$ cat src/rtl/rc_ladder_pkg.sv
// rc_ladder_pkg: shared sizing helpers and default parameters for the RC ladder IIR.
package rc_ladder_pkg;

    localparam int DEF_DATA_W   = 16;
    localparam int DEF_CHANNELS = 4;
    localparam int DEF_N_STAGES = 3;
    localparam int DEF_SHIFT    = 4;

    // Channel tag width; a single channel still gets a 1-bit tag.
    function automatic int ch_w(input int channels);
        return (channels > 1) ? $clog2(channels) : 1;
    endfunction

    // State holds y scaled by 2^shift, so it needs shift extra bits.
    function automatic int st_w(input int data_w, input int shift);
        return data_w + shift;
    endfunction

endpackage

$ cat src/rtl/rc_ladder_stage.sv
// rc_ladder_stage: one first-order RC section, y += (x - y) * 2^-SHIFT, with its own
// per-channel state array and one pipeline slot (valid/ch/y).
module rc_ladder_stage
    import rc_ladder_pkg::*;
#(
    parameter int DATA_W   = DEF_DATA_W,
    parameter int CHANNELS = DEF_CHANNELS,
    parameter int SHIFT    = DEF_SHIFT,
    parameter int CH_W     = ch_w(CHANNELS)
) (
    input  logic                     clk,
    input  logic                     rst_n,
    input  logic                     clear,
    input  logic                     advance,
    input  logic                     bypass,
    input  logic                     in_vld,
    input  logic [CH_W-1:0]          in_ch,
    input  logic signed [DATA_W-1:0] in_x,
    output logic                     out_vld,
    output logic [CH_W-1:0]          out_ch,
    output logic signed [DATA_W-1:0] out_y
);

    localparam int SW = st_w(DATA_W, SHIFT);

    logic signed [SW-1:0]     s_q [CHANNELS];
    logic signed [SW-1:0]     s_d [CHANNELS];
    logic                     vld_q, vld_d;
    logic [CH_W-1:0]          ch_q, ch_d;
    logic signed [DATA_W-1:0] y_q, y_d;

    logic signed [SW-1:0]     s_cur, s_new;
    logic signed [SW:0]       x_sc, d, d_sh, s_sum;
    logic                     sum_msb_unused;

    // Fetch the state of the channel currently in this stage's input slot.
    always_comb begin
        s_cur = '0;
        for (int c = 0; c < CHANNELS; c++)
            if (in_ch == CH_W'(c)) s_cur = s_q[c];
    end

    // Section arithmetic at SW+1 bits; s' stays between s and x*2^SHIFT so SW bits suffice.
    always_comb begin
        x_sc  = {in_x[DATA_W-1], in_x, {SHIFT{1'b0}}};
        d     = x_sc - {s_cur[SW-1], s_cur};
        d_sh  = d >>> SHIFT;
        s_sum = {s_cur[SW-1], s_cur} + d_sh;
        s_new = bypass ? x_sc[SW-1:0] : s_sum[SW-1:0];
    end

    assign sum_msb_unused = s_sum[SW];

    // Next slot/state: clear wins, otherwise read-modify-write on advance.
    always_comb begin
        vld_d = vld_q;
        ch_d  = ch_q;
        y_d   = y_q;
        for (int c = 0; c < CHANNELS; c++) s_d[c] = s_q[c];
        if (clear) begin
            vld_d = 1'b0;
            for (int c = 0; c < CHANNELS; c++) s_d[c] = '0;
        end else if (advance) begin
            vld_d = in_vld;
            ch_d  = in_ch;
            y_d   = s_new[SW-1:SHIFT];
            if (in_vld)
                for (int c = 0; c < CHANNELS; c++)
                    if (in_ch == CH_W'(c)) s_d[c] = s_new;
        end
    end

    // Slot and state registers with synchronous reset.
    always_ff @(posedge clk) begin
        if (!rst_n) begin
            vld_q <= 1'b0;
            ch_q  <= '0;
            y_q   <= '0;
            for (int c = 0; c < CHANNELS; c++) s_q[c] <= '0;
        end else begin
            vld_q <= vld_d;
            ch_q  <= ch_d;
            y_q   <= y_d;
            for (int c = 0; c < CHANNELS; c++) s_q[c] <= s_d[c];
        end
    end

    assign out_vld = vld_q;
    assign out_ch  = ch_q;
    assign out_y   = y_q;

endmodule

$ cat src/rtl/rc_ladder_iir.sv
// rc_ladder_iir: N_STAGES cascaded RC sections, CHANNELS time-multiplexed channels,
// valid/ready streaming with whole-pipeline stall and synchronous clear.
// Optional macro RC_LADDER_BYPASS_EN adds the per-stage stage_bypass port.
module rc_ladder_iir
    import rc_ladder_pkg::*;
#(
    parameter int DATA_W   = DEF_DATA_W,
    parameter int CHANNELS = DEF_CHANNELS,
    parameter int N_STAGES = DEF_N_STAGES,
    parameter int SHIFT    = DEF_SHIFT,
    localparam int CH_W    = ch_w(CHANNELS)
) (
    input  logic                     clk,
    input  logic                     rst_n,
    input  logic                     in_valid,
    output logic                     in_ready,
    input  logic [CH_W-1:0]          in_ch,
    input  logic signed [DATA_W-1:0] in_data,
    output logic                     out_valid,
    input  logic                     out_ready,
    output logic [CH_W-1:0]          out_ch,
    output logic signed [DATA_W-1:0] out_data,
    input  logic                     clear
`ifdef RC_LADDER_BYPASS_EN
   ,input  logic [N_STAGES-1:0]      stage_bypass
`endif
);

    // Index 0 is the block input; index k+1 is stage k's slot.
    logic [N_STAGES:0]             vld_c;
    logic [N_STAGES:0][CH_W-1:0]   ch_c;
    logic [N_STAGES:0][DATA_W-1:0] x_c;
    logic [N_STAGES-1:0]           byp;
    logic                          stall;

`ifdef RC_LADDER_BYPASS_EN
    assign byp = stage_bypass;
`else
    assign byp = '0;
`endif

    // A full output slot that downstream refuses freezes every stage.
    assign stall    = out_valid && !out_ready;
    assign in_ready = rst_n && !clear && !stall;

    // Out-of-range channel tags are consumed but enter the pipe as a bubble.
    assign vld_c[0] = in_valid && in_ready && ({1'b0, in_ch} < (CH_W+1)'(CHANNELS));
    assign ch_c[0]  = in_ch;
    assign x_c[0]   = in_data;

    for (genvar k = 0; k < N_STAGES; k++) begin : g_stage
        rc_ladder_stage #(
            .DATA_W   (DATA_W),
            .CHANNELS (CHANNELS),
            .SHIFT    (SHIFT),
            .CH_W     (CH_W)
        ) u_stage (
            .clk     (clk),
            .rst_n   (rst_n),
            .clear   (clear),
            .advance (!stall),
            .bypass  (byp[k]),
            .in_vld  (vld_c[k]),
            .in_ch   (ch_c[k]),
            .in_x    (x_c[k]),
            .out_vld (vld_c[k+1]),
            .out_ch  (ch_c[k+1]),
            .out_y   (x_c[k+1])
        );
    end

    assign out_valid = vld_c[N_STAGES];
    assign out_ch    = ch_c[N_STAGES];
    assign out_data  = x_c[N_STAGES];

endmodule

$ cat config.mk
export PLATFORM = sky130hd
export DESIGN_NAME = rc_ladder_iir
export DESIGN_NICKNAME = d
export VERILOG_FILES = /design/src/rtl/rc_ladder_pkg.sv /design/src/rtl/rc_ladder_stage.sv /design/src/rtl/rc_ladder_iir.sv
export SDC_FILE = /design/constraint.sdc
export NUM_CORES = 1
export LEC_CHECK = 0
export ABC_AREA = 1
export CORE_ASPECT_RATIO = 0.8
export CORE_UTILIZATION = 41
export CTS_BUF_LIST = sky130_fd_sc_hd__clkbuf_2 sky130_fd_sc_hd__clkbuf_4 sky130_fd_sc_hd__clkbuf_8
export DETAILED_ROUTE_END_ITERATION = 12
export GPL_TIMING_DRIVEN = 0
export SLEW_MARGIN = 20
export SYNTH_ARGS = -nofsm -noshare
export SYNTH_HDL_FRONTEND = slang
export SYNTH_SLANG_ARGS = --single-unit
$ cat constraint.sdc
create_clock -name clk -period 8 [get_ports clk]
set_input_delay 1.6 -clock clk [delete_from_list [all_inputs] [get_ports clk]]
set_output_delay 1.6 -clock clk [all_outputs]
set_load 0.005 [all_outputs]
Word level (Yosys, flattened, before mapping)
Memory sizes are Yosys's and may differ from the RTL's.
Cells that the tools add are included.
W data, S select, Z words.
Operators by class
  add/subtract/negate cells: 6
  equal/unequal tests: 9
  multiplexer cells: 47
  bitwise gates (word level): 15
  reduce and logical (&&, ||, !) cells: 12
Operators by type and width (number)
  $mux W20: 36
  $mux W80: 9
  $sub A20 B20 Y21: 3
  $add A20 B17 Y20: 3
  $eq A2 B2 Y1 const B: 6
  $or A1 B1 Y1: 12
  $eq A2 B1 Y1 const B: 3
  $logic_not A2 Y1: 3
  $logic_and A1 B1 Y1: 4
  $logic_not A1 Y1: 3
  $not A1 Y1: 3
  $mux W1: 2
  $reduce_and A2 Y1: 1
  $reduce_or A2 Y1: 1
Word-level totals
  register bits: 57
  memory bits (writable): 240
  bits of input ports: 23
  output and inout bits: 20
  logic and storage cells: 101
  memories kept: 3
Memory list
  g_stage[0].u_stage.s_q: depth 4, width 20, rd ports 4, clocked after Yosys merged registers in 0, write ports 4, line rc_ladder_stage.sv:26  | logic signed [SW-1:0] s_q [CHANNELS];
  g_stage[1].u_stage.s_q: depth 4, width 20, rd ports 4, clocked after Yosys merged registers in 0, write ports 4, line rc_ladder_stage.sv:26
  g_stage[2].u_stage.s_q: depth 4, width 20, rd ports 4, clocked after Yosys merged registers in 0, write ports 4, line rc_ladder_stage.sv:26

Logic depth before layout (Yosys ltp)
Gate-level depths: netlist (run 1).
  word-level depth: 12
  mapped depth: 31

Modules after synthesis
From an unflattened synthesis (run 1), not the netlist that was laid out.
Unflattened totals
  cell total of the unflattened synthesis: 3176
  area, all modules: 20340.8 um2
Modules (own cells, without submodules)
  rc_ladder_stage at g_stage[2].u_stage: times used 1, cells each 1082, area each 6851.6 um2, seq. area each 1981.9 um2
  rc_ladder_stage at g_stage[0].u_stage: times used 1, cells each 1063, area each 6797.8 um2, seq. area each 1981.9 um2
  rc_ladder_stage at g_stage[1].u_stage: times used 1, cells each 1022, area each 6650.1 um2, seq. area each 1981.9 um2
  rc_ladder_iir: times used 1, cells each 9, area each 41.3 um2, seq. area each 0.0 um2

Worst setup path before layout (run 1)
OpenSTA, ideal clock, no wires.
  path type: input-to-reg
  start point: in in_ch[0]
  end point: reg g_stage[0].u_stage.y_q[13]
  library setup time: 0.116 ns
  arrival: 5.180 ns
  slack: 2.704 ns
  stages: 24
  buffers on the path: 3
  path through: buf_4 -> buf_2 -> nand2_1 -> inv_1 -> clkbuf_1 -> nand2_1 -> nand3_1 -> inv_1 -> ha_1 -> a21oi_1 -> o21ai_0 -> a21oi_1 -> nor2_1 -> a211oi_1 -> o21ai_1 -> xor2_1 -> ha_1 -> nand2_1 -> nor4_1 -> nand4_1 -> nand4_1 -> nand3_1 -> o211ai_1 -> inv_1
On the way
  cells in the longest elaborated chain, start to end: 7
RTL lines
  start, declared: line rc_ladder_iir.sv:17  | input logic [CH_W-1:0] in_ch,
  $logic_not A2 Y1: line rc_ladder_stage.sv:40  | if (in_ch == CH_W'(c)) s_cur = s_q[c];
  $mux W20 (3 in series): line rc_ladder_stage.sv:40
  $mux W20 *: line rc_ladder_stage.sv:40
  $sub A20 B20 Y21: line rc_ladder_stage.sv:46  | d = x_sc - {s_cur[SW-1], s_cur};
  $add A20 B17 Y20 *: line rc_ladder_stage.sv:48  | s_sum = {s_cur[SW-1], s_cur} + d_sh;
  end signal, assigned: line rc_ladder_stage.sv:83  | y_q <= y_d;
  end, declared: line rc_ladder_stage.sv:30  | logic signed [DATA_W-1:0] y_q, y_d;
Every way passes the cells marked *; elsewhere a longest branch is shown, timed or not.
A chain may end at the register's enable or synchronous reset.

Worst setup path after layout (run 1)
  start point: in in_ch[1]
  end point: reg g_stage[0].u_stage.y_q[9]
Same word-level chain as after synthesis.

==> results of run 1 <==
## layer usage
metal  share of wire  global-route usage  wire (um)  vias up
li1                -                   -          -     9721
met1            0.48              0.4088      32520     9303
met2            0.42              0.4249      28580      729
met3           0.083             0.05253       5640       97
met4           0.024             0.07870       1608        0
met5               0                   0          0        -
## metrics by stage
step | hold slack, ns | power (W) | util
finish | 0.4708 | 0.004816 | 0.4702
global route | 0.5166 | 0.005069 | 0.4702
CTS | 0.4735 | 0.004803 | 0.4702
detailed placement | 0.4658 | 0.003226 | 0.4447
global placement | 0.4617 | 0.003221 | 0.4447
floorplan | 0.4398 | 0.002680 | -
## placed cells by master (no fill, tap or decap), types with 5 or more instances in the layout
master,n
inv_1,524
nand2_1,468
nor2_1,362
dfxtp_1,297
o21ai_0,252
nand3_1,228
a21oi_1,202
ha_1,108
clkbuf_8,65
clkbuf_1,55
xor2_1,50
o211ai_1,50
clkdlybuf4s50_1,41
o21a_1,30
o21bai_1,28
nand4_1,27
o22ai_1,26
xnor2_1,25
buf_2,22
nor2_2,19
a21o_1,18
nor3_1,16
o21ai_1,13
inv_2,12
clkbuf_4,12
buf_1,11
nand3_2,9
buf_4,8
nand2_2,8
nor4_1,8
nor2_4,6
a22o_1,6
clkinv_2,6
a211oi_1,5
## flip-flops by register name, indices dropped and copies added, names as in the netlist
signal,cells
g_stage.u_stage.out_vld,3
g_stage.u_stage.s_q,240
g_stage.u_stage.out_y,48
g_stage.u_stage.out_ch,6
## critical path: stages
cell	delay [ns]
clkdlybuf4s50_1	0.68
buf_2	0.35
nand2_1	0.32
inv_1	0.16
clkbuf_1	0.56
nand2_1	0.10
nand3_1	0.23
inv_1	0.07
ha_1	0.38
nand2_1	0.15
nor3_1	0.47
a31oi_1	0.34
o21ai_0	0.29
xor2_1	0.12
ha_1	0.37
nand2_1	0.13
nor2_1	0.18
inv_1	0.06
o21ai_0	0.36
nand2_1	0.09
nand2_1	0.08
xor2_1	0.67
o21ai_0	0.18
inv_1	0.08
## report_power, final
| group | switching, W | total, W | leakage (nW) | internal [W] |
|---|---|---|---|---|
| clock | 0.000692 | 0.00159 | 0.617 | 0.000896 |
| sequential | 0.0000335 | 0.00156 | 2.41 | 0.00153 |
| combinational | 0.00117 | 0.00167 | 7.77 | 0.000494 |
## path summary, 6_finish.rpt
kind / from / end / slack, ns / depth (start not counted)
min: g_stage[1].u_stage.s_q[0][2]$_SDFFE_PP0P_ / g_stage[1].u_stage.s_q[0][2]$_SDFFE_PP0P_ / 0.47 / 2
min reg2reg: g_stage[1].u_stage.s_q[0][2]$_SDFFE_PP0P_ / g_stage[1].u_stage.s_q[0][2]$_SDFFE_PP0P_ / 0.47 / 2
max reg2reg: g_stage[1].u_stage.out_ch[0]$_SDFFE_PN0P_ / g_stage[2].u_stage.out_y[13]$_SDFFE_PN0P_ / 2.25 / 25
max: in_ch[1] / g_stage[0].u_stage.out_y[9]$_SDFFE_PN0P_ / 0.54 / 24
## kinds of logic (layout without fill, tap and decap cells)
kind of cell    after synthesis  after routing
compound gates              653            653
xor+xnor                     75             75
fa+ha+maj                   111            111
buf+inv                     639            771
flops                       297            297
simple gates               1168           1168
## area by class of cell
type	instances	area, sq um
Buffer	100	462.9
Clock buffer	77	984.7
Clock inverter	14	188.9
Fill cell	4822	24410
Inverter	539	2023
Multi-Input combinational cell	2007	10880
Sequential cell	297	5946
Tap cell	612	765.7
Timing Repair Buffer	41	410.4
==> impl_metrics.ini, run 1 <==
[outcome]
status = completed

[detailed_routing]
wire_per_inst_um = 18.54
drc = 0
drtIter0Drc = 1976
drtPass1Iterations = 5
antenna_left = 0
wl_um = 68350
vias_per_cell = 5.384
vias = 19850

[cells_and_area]
syn2layout_area_growth_pct = 12.17
nets = 3170
layout-drive-gt1-share = 0.06374
num_antenna_cells = 0
finalInstanceArea_sq_um = 21660
finalNonFillerCells = 3687

[sta]
fmax_mhz = 134.1
worstMarginPinSlew_ns = 1.036
hold_violations = 0
worst_slack_ns = 0.5439
fin_tns_setup_ns = 0
finalCritPeriodShare = 0.9320
setup_viol_count_final = 0
relSlewSlack = 0.3091
rsz0062_at_grt = no
period_needed_ns = 7.456
maxSlewViolCount = 0
fin_skew_ns = 0.07715

[critical_path]
cp.arrival_ns = 8.03
worstSetupEndpointType = register
worst-path-max-fanout = 10
start_kind = primary input
criticalPathCategory = primary input to register
cp_data_required_time_ns = 8.57

[die]
initial_core_util = 0.4192
num_io_pins = 43
num_rows = 70
chipWidth_um = 244.6
design.die.area_sq_um = 47980
die_height_um = 196.1
core_area_sq_um = 46070

[grt]
grt_max_degree = 18
grt_pass1_wl_um = 105400
track_usage = 0.2829
globalRouteOverflowTotal = 0
grt_pass1_vias = 18310
antenna_found_initial = 0

[logic_synthesis]
synth_nets = 3077
synth_fa_ha_area_frac = 0.07309
synth_area_leaders = dfxtp_1 (31%), inv_1 (10%), nand2_1 (9.1%), nor2_1 (7.0%), ha_1 (7.0%)
synth_cell_type_count = 49
synth_top_area_frac = 0.3079
syn_inst = 2943
synthMuxAreaShare = 0
yosys_warnings = 0
synth_most_common_cell = inv_1
synth-simple-area-share = 0.2631
synth-compound-area-share = 0.1931
synth_top_family_by_area = simple AND/OR/NAND/NOR gates
ys_seq_elements = 297
syn_area_sq_um = 19310
syn-mean-instance-area_sq_um = 6.562
synthTopCellsByCount = inv_1 (524), nand2_1 (468), nor2_1 (362)
synth_edf_count = 0
ys.flop_type = dfxtp_1
synth_largest_area_cell = dfxtp_1
yosysSeqAreaShare = 0.3079
synthArstFlopShare = 0
synth_xor_area_frac = 0.03402

[clocking]
clock_sinks = 297
holdBufCountCts = 0
clock-root-buffer = clkbuf_8
cts_tree = done
clockBufferDepth = 3
htree_levels = 2
clock_latency_ns = 0.69
post_cts_resized = 0
cts_buffers = 50
postCtsSetupRepairBufs = 0
clk_pin_slew_ns = 0.06

[power_and_ir_drop]
vdd_drop_max_mv = 0.1287
p_per_area_nw_per_um2 = 222.4
leakage_nw = 10.80

[run]
cap_violations = 0

[placed_design]
pre_cts_ws_ns = 0.1953
hpwl_um = 54030
gp_congestion = 0.9210
place_area_sq_um = 20490
place.port_buffers = 41
dp.cells = 3596

[min_path]
hold_path.class = register to register
No activity file was read; power rests on OpenSTA's default activity.
==> inputs of run 2 (changes only) <==
--- a/config.mk
+++ b/config.mk
@@ -11,6 +11,7 @@
 export CTS_BUF_LIST = sky130_fd_sc_hd__clkbuf_2 sky130_fd_sc_hd__clkbuf_4 sky130_fd_sc_hd__clkbuf_8
 export DETAILED_ROUTE_END_ITERATION = 12
 export GPL_TIMING_DRIVEN = 0
+export PLACE_DENSITY = 0.58
 export SLEW_MARGIN = 20
 export SYNTH_ARGS = -nofsm -noshare
 export SYNTH_HDL_FRONTEND = slang
==> impl_metrics.ini, run 2 (synthesized netlist as in run 1, its figures left out) <==
[outcome]
status = completed

[clocking]
cts_buffers = 51
htree_levels = 2
postCtsSetupRepairBufs = 0
clock_latency_ns = 0.69
clock_sinks = 297
clock-root-buffer = clkbuf_8
holdBufCountCts = 0
cts_tree = done
clockBufferDepth = 3
post_cts_resized = 0
clk_pin_slew_ns = 0.06

[sta]
finalCritPeriodShare = 0.8946
relSlewSlack = 0.3204
hold_violations = 0
fin_tns_setup_ns = 0
hold_ws_ns = 0.4651
fin_skew_ns = 0.07860
worstMarginPinSlew_ns = 1.019
setup_viol_count_final = 0
period_needed_ns = 7.157
rsz0062_at_grt = no
maxSlewViolCount = 0
fmax_mhz = 139.7

[die]
design.die.area_sq_um = 47980
core_area_sq_um = 46070
chipWidth_um = 244.6
num_rows = 70
initial_core_util = 0.4192
num_io_pins = 43
die_height_um = 196.1

[cells_and_area]
layout_commonest_cell = inv_1
nets = 3171
syn2layout_area_growth_pct = 12.23
largest_reg_flops = 240
layout-drive-gt1-share = 0.06496
most-common-layout-cells = inv_1 (524), nand2_1 (468), nor2_1 (362)
fin_util = 0.4705
largest-register = g_stage.u_stage.s_q
num_antenna_cells = 0
finalNonFillerCells = 3691

[grt]
grt_pass1_wl_um = 105000
globalRouteOverflowTotal = 0
grt_pass1_vias = 18120
track_usage = 0.2836
grt_max_degree = 18
antenna_found_initial = 0

[detailed_routing]
wl_um = 68270
drtPass1Iterations = 5
drc = 0
wire_per_inst_um = 18.50
vias = 19670
antenna_left = 0
drtIter0Drc = 1775
vias_per_cell = 5.328

[power_and_ir_drop]
finalPower_w = 0.004832
vdd_drop_max_mv = 0.1320
leakage_nw = 10.82
p_per_area_nw_per_um2 = 223.0

[placed_design]
dp.cells = 3596
place.port_buffers = 41
hpwl_um = 54620
gp_congestion = 0.9450

[critical_path]
cp_data_required_time_ns = 8.58
worst-path-max-fanout = 10
start_kind = primary input
cp.arrival_ns = 7.73
r2r_setup_slack_ns = 2.31
criticalPathCategory = primary input to register
worstSetupEndpointType = register

[min_path]
hold_path.class = register to register

[run]
cap_violations = 0
## run 2: per-stage QoR
step                      area, sq um  setup WS, ns
after CTS                       21670         1.061
after global routing            21670        0.2979
after floorplan                 19310         2.704
final                           21670        0.8434
after global placement          20490        0.3926
after detailed placement        20490        0.4207
## run 2: layout make-up
| type | count | area (sq um) |
|---|---|---|
| flip-flops and latches | 297 | 5946 |
| repair buffers | 41 | 410.4 |
| multi-input cells | 2007 | 10880 |
| well taps | 612 | 765.7 |
| inverters | 539 | 2023 |
| clock buffers | 75 | 994.7 |
| clock inverters | 20 | 191.4 |
| plain buffers | 100 | 462.9 |
| fillers | 4869 | 24400 |
## run 2: path summary, 6_finish.rpt
path	startpoint	to	cells past startpoint
setup / recovery	in_ch[1]	g_stage[0].u_stage.out_y[9]$_SDFFE_PN0P_	24
hold / removal	g_stage[1].u_stage.s_q[0][2]$_SDFFE_PP0P_	g_stage[1].u_stage.s_q[0][2]$_SDFFE_PP0P_	2
setup reg to reg	g_stage[1].u_stage.out_ch[0]$_SDFFE_PN0P_	g_stage[2].u_stage.out_y[8]$_SDFFE_PN0P_	27
hold reg to reg	g_stage[1].u_stage.s_q[0][2]$_SDFFE_PP0P_	g_stage[1].u_stage.s_q[0][2]$_SDFFE_PP0P_	2
## run 2: per-layer routing
layer	GRT usage	wire length, um	vias to the layer above
li1	-	-	9725
met1	0.3984	31770	9108
met2	0.4347	29170	725
met3	0.05691	5480	107
met4	0.08449	1853	0
met5	0	0	-
## run 2: worst max-delay path, stage by stage
cell,delay [ns]
clkdlybuf4s50_1,0.68
buf_2,0.31
nand2_1,0.27
inv_1,0.14
clkbuf_1,0.48
nand2_1,0.10
nand3_1,0.19
inv_1,0.06
ha_1,0.37
nand2_1,0.15
nor3_1,0.45
a31oi_1,0.29
o21ai_0,0.28
xor2_1,0.28
ha_1,0.27
nand2_1,0.14
nor2_1,0.18
inv_1,0.06
o21ai_0,0.36
nand2_1,0.09
nand2_1,0.09
xor2_1,0.61
o21ai_0,0.17
inv_1,0.08
## run 2: power by group
group | total (W) | switching [W] | internal, W
clock network | 0.00158 | 0.000700 | 0.000880
logic | 0.00169 | 0.00119 | 0.000495
registers | 0.00157 | 0.0000369 | 0.00153
total | 0.00483 | 0.00193 | 0.00290
==> inputs of run 3 (changes only) <==
--- a/config.mk
+++ b/config.mk
@@ -11,7 +11,7 @@
 export CTS_BUF_LIST = sky130_fd_sc_hd__clkbuf_2 sky130_fd_sc_hd__clkbuf_4 sky130_fd_sc_hd__clkbuf_8
 export DETAILED_ROUTE_END_ITERATION = 12
 export GPL_TIMING_DRIVEN = 0
-export PLACE_DENSITY = 0.58
+export PLACE_DENSITY = 0.61
 export SLEW_MARGIN = 20
 export SYNTH_ARGS = -nofsm -noshare
 export SYNTH_HDL_FRONTEND = slang
==> impl_metrics.ini, run 3 (synthesized netlist as in run 1, its figures left out) <==
[outcome]
status = completed

[placed_design]
place.port_buffers = 41
gp_congestion = 0.9455
dp.cells = 3596
hpwl_um = 54390

[sta]
period_needed_ns = 7.188
fin_tns_setup_ns = 0
setup_viol_count_final = 0
fmax_mhz = 139.1
rsz0062_at_grt = no
maxSlewViolCount = 0
worstMarginPinSlew_ns = 1.032
fin_skew_ns = 0.07343
hold_violations = 0
finalCritPeriodShare = 0.8985
hold_ws_ns = 0.4790
relSlewSlack = 0.3119

[critical_path]
worst-path-max-fanout = 10
criticalPathCategory = primary input to register
start_kind = primary input
reg2regPathDepth = 27
reg2reg_to = g_stage[2].u_stage.out_y[8]$_SDFFE_PN0P_
crit_start = in_ch[1]
cp_data_required_time_ns = 8.59
worstSetupEndpointType = register
rr_startpoint = g_stage[1].u_stage.out_ch[0]$_SDFFE_PN0P_
cp.arrival_ns = 7.78
r2r_setup_slack_ns = 2.46

[die]
design.die.area_sq_um = 47980
die_height_um = 196.1
num_io_pins = 43
num_rows = 70
chipWidth_um = 244.6
core_area_sq_um = 46070
initial_core_util = 0.4192

[run]
cap_violations = 0

[cells_and_area]
fin_util = 0.4686
nets = 3170
syn2layout_area_growth_pct = 11.78
finalNonFillerCells = 3687
layout_commonest_cell = inv_1
largest-register = g_stage.u_stage.s_q
layout-drive-gt1-share = 0.06344
largest_reg_flops = 240
most-common-layout-cells = inv_1 (524), nand2_1 (468), nor2_1 (362)

[power_and_ir_drop]
leakage_nw = 10.76
p_per_area_nw_per_um2 = 218.7
vdd_drop_max_mv = 0.1221

[detailed_routing]
drtIter0Drc = 1654
drc = 0
vias_per_cell = 5.405
drtPass1Iterations = 6
vias = 19930
wl_um = 68200
wire_per_inst_um = 18.50
antenna_left = 0

[clocking]
htree_levels = 2
postCtsSetupRepairBufs = 0
clock_sinks = 297
clock-root-buffer = clkbuf_8
clockBufferDepth = 3
cts_buffers = 50
holdBufCountCts = 0
cts_tree = done
clock_latency_ns = 0.69
clk_pin_slew_ns = 0.06
post_cts_resized = 0

[min_path]
min-delay-start = g_stage[0].u_stage.out_vld$_SDFFE_PP0N_
hold_path.class = register to register
hold_depth = 2
hold_end = g_stage[0].u_stage.out_vld$_SDFFE_PP0N_

[grt]
globalRouteOverflowTotal = 0
track_usage = 0.2816
grt_pass1_vias = 18540
antenna_found_initial = 1
grt_pass1_wl_um = 105400
grt_max_degree = 18
run 3: changes by cell type in the layout (fill, tap and decap cells not counted):
cell        previous run  this run
clkinv_2              14         4
clkbuf_4               6        18
diode_2                0         1
clkinv_4               1         0
clkbuf_8              69        64
clkinvlp_4             0         1
bufinv_16              2         0
run 3: critical path, stage by stage:
cell and delay [ns]:
clkdlybuf4s50_1 0.70, buf_2 0.33, nand2_1 0.30, inv_1 0.15, clkbuf_1 0.56, nand2_1 0.12, nand3_1 0.22, inv_1 0.07
ha_1 0.36, a21oi_1 0.29, o21ai_0 0.13, a21oi_1 0.29, nand2_1 0.17, xor2_1 0.17, ha_1 0.36, nand2_1 0.11
o21ai_0 0.27, a21oi_1 0.13, o21ai_0 0.38, nand2_1 0.10, nand2_1 0.09, xor2_1 0.64, o21ai_0 0.17, inv_1 0.08
run 3: layout make-up:
type | instances | area, sq um
antenna | 1 | 2.502
buffer | 100 | 462.9
clock buffer | 82 | 1016
clock inverter | 8 | 80.08
fill | 4891 | 24480
inverter | 539 | 2023
multi-input combinational | 2007 | 10880
sequential | 297 | 5946
tap | 612 | 765.7
timing repair buffer | 41 | 410.4
run 3: metal layers:
layer	up-vias	track usage	routed length [um]
li1	9713	-	-
met1	9398	0.4018	32290
met2	714	0.4300	28990
met3	103	0.04761	5149
met4	0	0.08519	1772
met5	-	0	0
run 3: worst max path at each step:
| stage | slack, ns | cells after the start | to |
|---|---|---|---|
| CTS | 1.03 | 24 | g_stage[0].u_stage.out_y[9]$_SDFFE_PN0P_ |
| floorplan | 2.70 | 24 | g_stage[0].u_stage.out_y[13]$_SDFFE_PN0P_ |
| global placement | 0.41 | 24 | g_stage[0].u_stage.out_y[9]$_SDFFE_PN0P_ |
| detailed placement | 0.36 | 24 | g_stage[0].u_stage.s_q[3][13]$_SDFFE_PP0P_ |
| global route | 0.58 | 24 | g_stage[0].u_stage.out_y[9]$_SDFFE_PN0P_ |
| finish | 0.81 | 24 | g_stage[0].u_stage.out_y[9]$_SDFFE_PN0P_ |
run 3: metrics by stage:
stage | area, sq um | power, W | setup WS, ns
2_1_floorplan | 19310 | 0.002680 | 2.704
4_1_cts | 21580 | 0.004719 | 1.029
6_report | 21590 | 0.004720 | 0.8122
5_1_grt | 21590 | 0.004980 | 0.5845
3_5_place_dp | 20490 | 0.003228 | 0.3570
3_3_place_gp | 20490 | 0.003221 | 0.4094
run 3: report_power, final:
part	switching (W)	internal, W
logic	0.00117	0.000494
registers	0.0000351	0.00153
clock network	0.000680	0.000813
total	0.00188	0.00284
